## config.mk

```make
export PLATFORM = sky130hd
export DESIGN_NAME = pipe_control
export DESIGN_NICKNAME = d
export VERILOG_FILES = /design/src/rtl/pipe_control.sv
export SDC_FILE = /design/constraint.sdc
export NUM_CORES = 1
export LEC_CHECK = 0
export BUFFER_PORTS_ARGS = -buffer_cell sky130_fd_sc_hd__buf_2
export CAP_MARGIN = 10
export CORE_MARGIN = 4
export CORE_UTILIZATION = 52
export CTS_CLUSTER_SIZE = 14
export DETAILED_ROUTE_END_ITERATION = 8
export PLACE_DENSITY = 0.79
export SLEW_MARGIN = 0
export SYNTH_ARGS = -nofsm -noshare
export SYNTH_HDL_FRONTEND = slang
export SYNTH_SLANG_ARGS = --single-unit
```

## constraint.sdc

```tcl
create_clock -name clk_i -period 3.2 [get_ports clk_i]
set_clock_uncertainty 0.1 [all_clocks]
set_input_delay 0.16 -clock clk_i [delete_from_list [all_inputs] [get_ports clk_i]]
set_output_delay 0.16 -clock clk_i [all_outputs]
set_load 0.005 [all_outputs]
```

## src/rtl/pipe_control.sv

```systemverilog
// Pipeline sequencing and hazard control: per-stage stall and per-boundary
// flush generation for a NUM_STAGES in-order core. Supports a serial mode and a
// pipelined mode, with a drain sequence on the way back to serial. Includes
// saturating stall and flush performance counters.
//
// state     | meaning
// ----------+---------------------------------------------------------------
// ST_SERIAL | one instruction in flight, admitted only in slot 0
// ST_PIPE   | fully pipelined: memory freeze, branch squash, load-use interlock
// ST_DRAIN  | fetch held while in-flight work retires, then back to serial
module pipe_control #(
    parameter int NUM_STAGES = 5,
    parameter int REG_ADDR_W = 5,
    parameter int CNT_W      = 16,
    parameter int RESET_MODE = 0
) (
    input  logic                  clk_i,
    input  logic                  rst_n_i,
    input  logic                  mode_i,
    input  logic [REG_ADDR_W-1:0] id_rs1_i,
    input  logic                  id_rs1_vld_i,
    input  logic [REG_ADDR_W-1:0] id_rs2_i,
    input  logic                  id_rs2_vld_i,
    input  logic [REG_ADDR_W-1:0] ex_rd_i,
    input  logic                  ex_is_load_i,
    input  logic                  br_taken_i,
    input  logic                  mem_busy_i,
    input  logic                  clr_cnt_i,
    output logic [NUM_STAGES-1:0] stall_o,
    output logic [NUM_STAGES-2:0] flush_o,
    output logic                  mode_o,
    output logic [CNT_W-1:0]      stall_cnt_o,
    output logic [CNT_W-1:0]      flush_cnt_o
);

    localparam int                SLOT_W    = $clog2(NUM_STAGES);
    localparam logic [SLOT_W-1:0] SLOT_LAST = SLOT_W'(NUM_STAGES - 1);

    typedef enum logic [1:0] {
        ST_SERIAL = 2'd0,
        ST_PIPE   = 2'd1,
        ST_DRAIN  = 2'd2
    } state_t;

    localparam state_t RESET_STATE = (RESET_MODE != 0) ? ST_PIPE : ST_SERIAL;

    state_t              r_state, w_state_nxt;
    logic [SLOT_W-1:0]   r_slot, w_slot_nxt;
    logic [NUM_STAGES-1:0] w_stall;
    logic [NUM_STAGES-2:0] w_flush;
    logic                w_load_use;
    logic [CNT_W-1:0]    r_stall_cnt, r_flush_cnt;

    // Register index 0 is hardwired, so a load targeting it never interlocks.
    assign w_load_use = ex_is_load_i && (ex_rd_i != '0) &&
                        ((id_rs1_vld_i && (id_rs1_i == ex_rd_i)) ||
                         (id_rs2_vld_i && (id_rs2_i == ex_rd_i)));

    // State and slot register.
    always_ff @(posedge clk_i or negedge rst_n_i) begin
        if (!rst_n_i) begin
            r_state <= RESET_STATE;
            r_slot  <= '0;
        end else begin
            r_state <= w_state_nxt;
            r_slot  <= w_slot_nxt;
        end
    end

    // Next state: a memory freeze holds everything, including a pending mode change.
    always_comb begin
        w_state_nxt = r_state;
        w_slot_nxt  = r_slot;
        if (!mem_busy_i) begin
            case (r_state)
                ST_SERIAL: begin
                    if (mode_i) begin
                        w_state_nxt = ST_PIPE;
                        w_slot_nxt  = '0;
                    end else if (r_slot == SLOT_LAST) begin
                        w_slot_nxt = '0;
                    end else begin
                        w_slot_nxt = r_slot + SLOT_W'(1);
                    end
                end
                ST_PIPE: begin
                    if (!mode_i) begin
                        w_state_nxt = ST_DRAIN;
                        w_slot_nxt  = SLOT_W'(1);
                    end
                end
                ST_DRAIN: begin
                    if (r_slot == SLOT_LAST) begin
                        w_state_nxt = ST_SERIAL;
                        w_slot_nxt  = '0;
                    end else begin
                        w_slot_nxt = r_slot + SLOT_W'(1);
                    end
                end
                default: begin
                    w_state_nxt = RESET_STATE;
                    w_slot_nxt  = '0;
                end
            endcase
        end
    end

    // Stall/flush decode; forced quiet while reset is held.
    always_comb begin
        w_stall = '0;
        w_flush = '0;
        if (rst_n_i) begin
            if (mem_busy_i) begin
                // Freeze F..M and bubble the M/W boundary (absent on a 4-stage core).
                for (int i = 0; i < NUM_STAGES; i++) begin
                    w_stall[i] = (i < 4);
                end
                for (int i = 0; i < NUM_STAGES - 1; i++) begin
                    w_flush[i] = (i == 3);
                end
            end else begin
                case (r_state)
                    ST_SERIAL: begin
                        if (r_slot != '0) begin
                            w_stall[0] = 1'b1;
                            w_flush[0] = 1'b1;
                        end
                    end
                    ST_PIPE: begin
                        if (br_taken_i) begin
                            w_flush[0] = 1'b1;
                            w_flush[1] = 1'b1;
                        end else if (w_load_use) begin
                            w_stall[0] = 1'b1;
                            w_stall[1] = 1'b1;
                            w_flush[1] = 1'b1;
                        end
                    end
                    ST_DRAIN: begin
                        w_stall[0] = 1'b1;
                        w_flush[0] = 1'b1;
                        w_flush[1] = br_taken_i;
                    end
                    default: begin
                        w_stall = '0;
                        w_flush = '0;
                    end
                endcase
            end
        end
    end

    // Saturating performance counters; clear wins over increment.
    always_ff @(posedge clk_i or negedge rst_n_i) begin
        if (!rst_n_i) begin
            r_stall_cnt <= '0;
            r_flush_cnt <= '0;
        end else if (clr_cnt_i) begin
            r_stall_cnt <= '0;
            r_flush_cnt <= '0;
        end else begin
            if (w_stall[0] && (r_stall_cnt != '1)) begin
                r_stall_cnt <= r_stall_cnt + CNT_W'(1);
            end
            if ((|w_flush) && (r_flush_cnt != '1)) begin
                r_flush_cnt <= r_flush_cnt + CNT_W'(1);
            end
        end
    end

    assign stall_o     = w_stall;
    assign flush_o     = w_flush;
    assign mode_o      = (r_state == ST_PIPE);
    assign stall_cnt_o = r_stall_cnt;
    assign flush_cnt_o = r_flush_cnt;

endmodule

```

==> implementation parameters <==
Parameter                              Value

Global routing
  Combined global-route utilization of all metal layers    20.0%
  Via count of the first global-routing pass    1903
  Number of antenna violations at the first check in global routing    0
  Largest net degree at the start of global routing    35
  Global-route wire length before repair    approximately 8.7 mm
  Total overflow reported by the global router    0

Synthesis
  Warnings, synthesis    0
  Synthesized area per cell    8.80 µm²
  Dominant synthesized flop cell    dfrtp_1
  Area fraction of the dominant cell type after synthesis    38.8%
  Most area-consuming cells after synthesis    dfrtp_1, xnor2_1, a21oi_1
  Flop and latch count out of synthesis    37
  Top cell type by total area after synthesis    dfrtp_1
  Count of flip-flops with a built-in enable after synthesis    0
  Total standard cell area after synthesis    2380 µm²
  Post-synthesis async set-or-reset flop share    100%
  Post-Syn Instances    271
  Yosys cell types    48
  Sequential fraction of the synthesis area    38.8%

Final layout
  Post-route cell area    roughly 2800 µm²
  Final #Nets    about 360
  Share of post-route cells with drive strength above 1    between 20% and 30%
  Area delta synth->final    17.0%
  Total of fill cells in the finished design    390
  Antenna cells    0

Timing
  Setup TNS after final layout    0 ns
  Number of hold-slack violations in the final timing report    0
  Final period util    80.2%
  Number of max-slew violations in the final report    0
  Fmax    390 MHz
  Final setup violation count    0
  Unrepaired setup endpoints after global routing    false
  Slew @ Worst Pin    0.815 ns
  Relative slew margins    45.6%
  Final period demand of the worst path    approximately 2.6 ns

Floorplan
  Vertical die dimension    75.7 µm
  Total I/O pin count    between 60 and 70
  Chip width    ~76 µm
  Floorplan die area    roughly 5700 µm²
  Starting Density    54.4%
  Area of the core    approximately 4400 µm²
  Row count    24

Worst setup path
  Endpoint class of the critical path    register
  Kind of launch point of the worst setup path    register
  Critical path data arrival time    2.68 ns
  Type of the setup path with the least slack    register to register
  Required time reported for the critical path endpoint    3.32 ns
  Largest fanout on the critical path    26

Detailed routing
  DR WL/cell    14.0 µm
  Routed Antenna Nets    0
  Via density per instance    5.55
  Wirelength, routed    5.37 mm
  Number of iterations in the first detailed-routing pass    4
  Detailed-route via count    2121
  Violation count after the first detailed-routing iteration    145
  DRC errors left    0

Clock tree
  Maximum clock path buffer count    2
  Clock tree root buffer cell    clkbuf_8
  Count of H-tree levels built during CTS    2
  Clock-pin slew of the registers on the worst-case setup and hold paths    approximately 0.08 ns
  CTS tree    done
  Clock Sink Count    37
  Number of buffers added by the clock tree synthesis step    5
  Worst-Skew Late Latency    0.29 ns

Power and ir drop
  Worst supply voltage drop on vdd    0.000246 V
  Total power density per cell area    473 nW/µm²
  Total power after layout    1.32 mW
  Static power due to leakage    1.30 nW

Job
  Count of max-cap constraint violations    0

Place
  Post-detailed-placement half-perimeter wirelength    3.95 mm
  Final RePlAce weighted congestion    0.803
  Count of buffers inserted at the top-level ports    between 60 and 70
  Placed cell areas    2680 µm²

Run status
  Status    complete, no violations

Worst hold path
  Type of the most critical hold path    input pin to register
cell usage in the layout, fill, tap and decap left out, types with 3 or more instances in the layout:
| cell type | synthesis | layout |
|---|---|---|
| a21oi_1 | 21 | 21 |
| and3_1 | 10 | 10 |
| buf_2 | 1 | 63 |
| clkbuf_8 | 0 | 7 |
| dfrtp_1 | 37 | 37 |
| ha_1 | 8 | 8 |
| inv_1 | 12 | 12 |
| nand2_1 | 17 | 17 |
| nand2b_1 | 4 | 4 |
| nand3_1 | 11 | 11 |
| nand4_1 | 11 | 11 |
| nor2_1 | 22 | 22 |
| nor3_1 | 13 | 13 |
| nor4_1 | 5 | 5 |
| o21ai_0 | 15 | 15 |
| o31ai_1 | 3 | 3 |
| or3_1 | 7 | 7 |
| or3_2 | 3 | 3 |
| xnor2_1 | 26 | 26 |
worst max-delay path, stage by stage, from the launching register on:
cell and delay [ns]:
dfrtp_1 0.42, inv_1 0.09, ha_1 0.31, o311a_2 0.28
nand2b_1 0.06, or3b_1 0.36, and2_4 0.22, or4_1 0.51
a21oi_1 0.14
synthesized netlist by cell type, types with 2 or more instances:
library cell	n
clkbuf_1	5
or3_2	3
o21bai_1	2
inv_1	12
nor3b_1	2
o21ai_0	15
buf_6	2
nor2_1	22
ha_1	8
nand2_1	17
nor3_1	13
mux2_2	2
buf_4	5
o31ai_1	3
nand4_1	11
a21oi_1	21
and3_1	10
xnor2_1	26
nand3_1	11
nand2b_1	4
dfrtp_1	37
and4_1	2
or3_1	7
nor4_1	5
and2_1	2
or4_1	2
area by class of cell:
type	instances	area, µm²	share of cell area, %
well taps	52	65.1	2.33
clock buffers	7	96.3	3.46
clock inverters	1	5.00	0.180
multi-input cells	208	1320	47.3
repair buffers	65	333	11.9
flip-flops and latches	37	926	33.2
inverters	12	45.0	1.62
flip-flops by register name, summed over array words and instances, names as in the netlist:
| name | cells |
|---|---|
| r_slot | 3 |
| stall_cnt_o | 16 |
| r_state | 2 |
| flush_cnt_o | 16 |
through the flow:
step | setup slack, ns | util (%) | hold slack [ns] | cells
2_1_floorplan | 0.747 | - | -0.236 | 272
3_3_place_gp | 0.737 | 61.0 | 0.0101 | 373
3_5_place_dp | 0.661 | 61.0 | 0.0231 | 373
4_1_cts | 0.626 | 63.6 | 0.0906 | 382
5_1_grt | 0.380 | 63.6 | 0.104 | 382
6_report | 0.635 | 63.6 | 0.108 | 382
per-layer routing:
metal	vias to the layer above	GRT usage, %	share of wire [%]
met1	979	25.3	43
li1	1082	-	-
met4	0	6.41	1.2
met2	55	33.7	49
met3	5	4.75	6.5
met5	-	0	0
power by group:
| part | internal (mW) | total [mW] | switching, mW |
|---|---|---|---|
| Sequential | 0.506 | 0.546 | 0.0406 |
| Combinational | 0.165 | 0.412 | 0.247 |
| Clock | 0.195 | 0.360 | 0.165 |
repair_timing:
action                    in CTS  in global routing
resized for setup              0                  0
hold buffers                   1                  0
hold endpoints to repair      13                  0
setup buffers                  0                  0
kinds of logic (layout without fill, tap and decap cells):
group	after synthesis	after routing	synth area share [%]
AOI/OAI and AO/OA	52	52	13.6
and+or+nand+nor	117	117	26.2
muxes	3	3	1.36
adders and majority gates	8	8	4.20
other	1	2	0.157
buffers and inverters	27	85	6.04
DFF	37	37	38.8
xor gates and xnor gates	26	26	9.55
path summary, 6_finish.rpt:
kind                       startpoint  slack (ns)              end  cells after the start
hold reg to reg             r_slot[2]        0.40        r_slot[2]                      1
max in group asynchronous     rst_n_i        2.08   flush_cnt_o[4]                      3
setup reg to reg           r_state[1]        0.63  flush_cnt_o[13]                      8
setup / recovery           r_state[1]        0.63  flush_cnt_o[13]                      8
min in group asynchronous     rst_n_i        0.25       r_state[1]                      2
hold / removal                 mode_i        0.11       r_state[0]                      3
No activity file was read; power rests on OpenSTA's default activity.
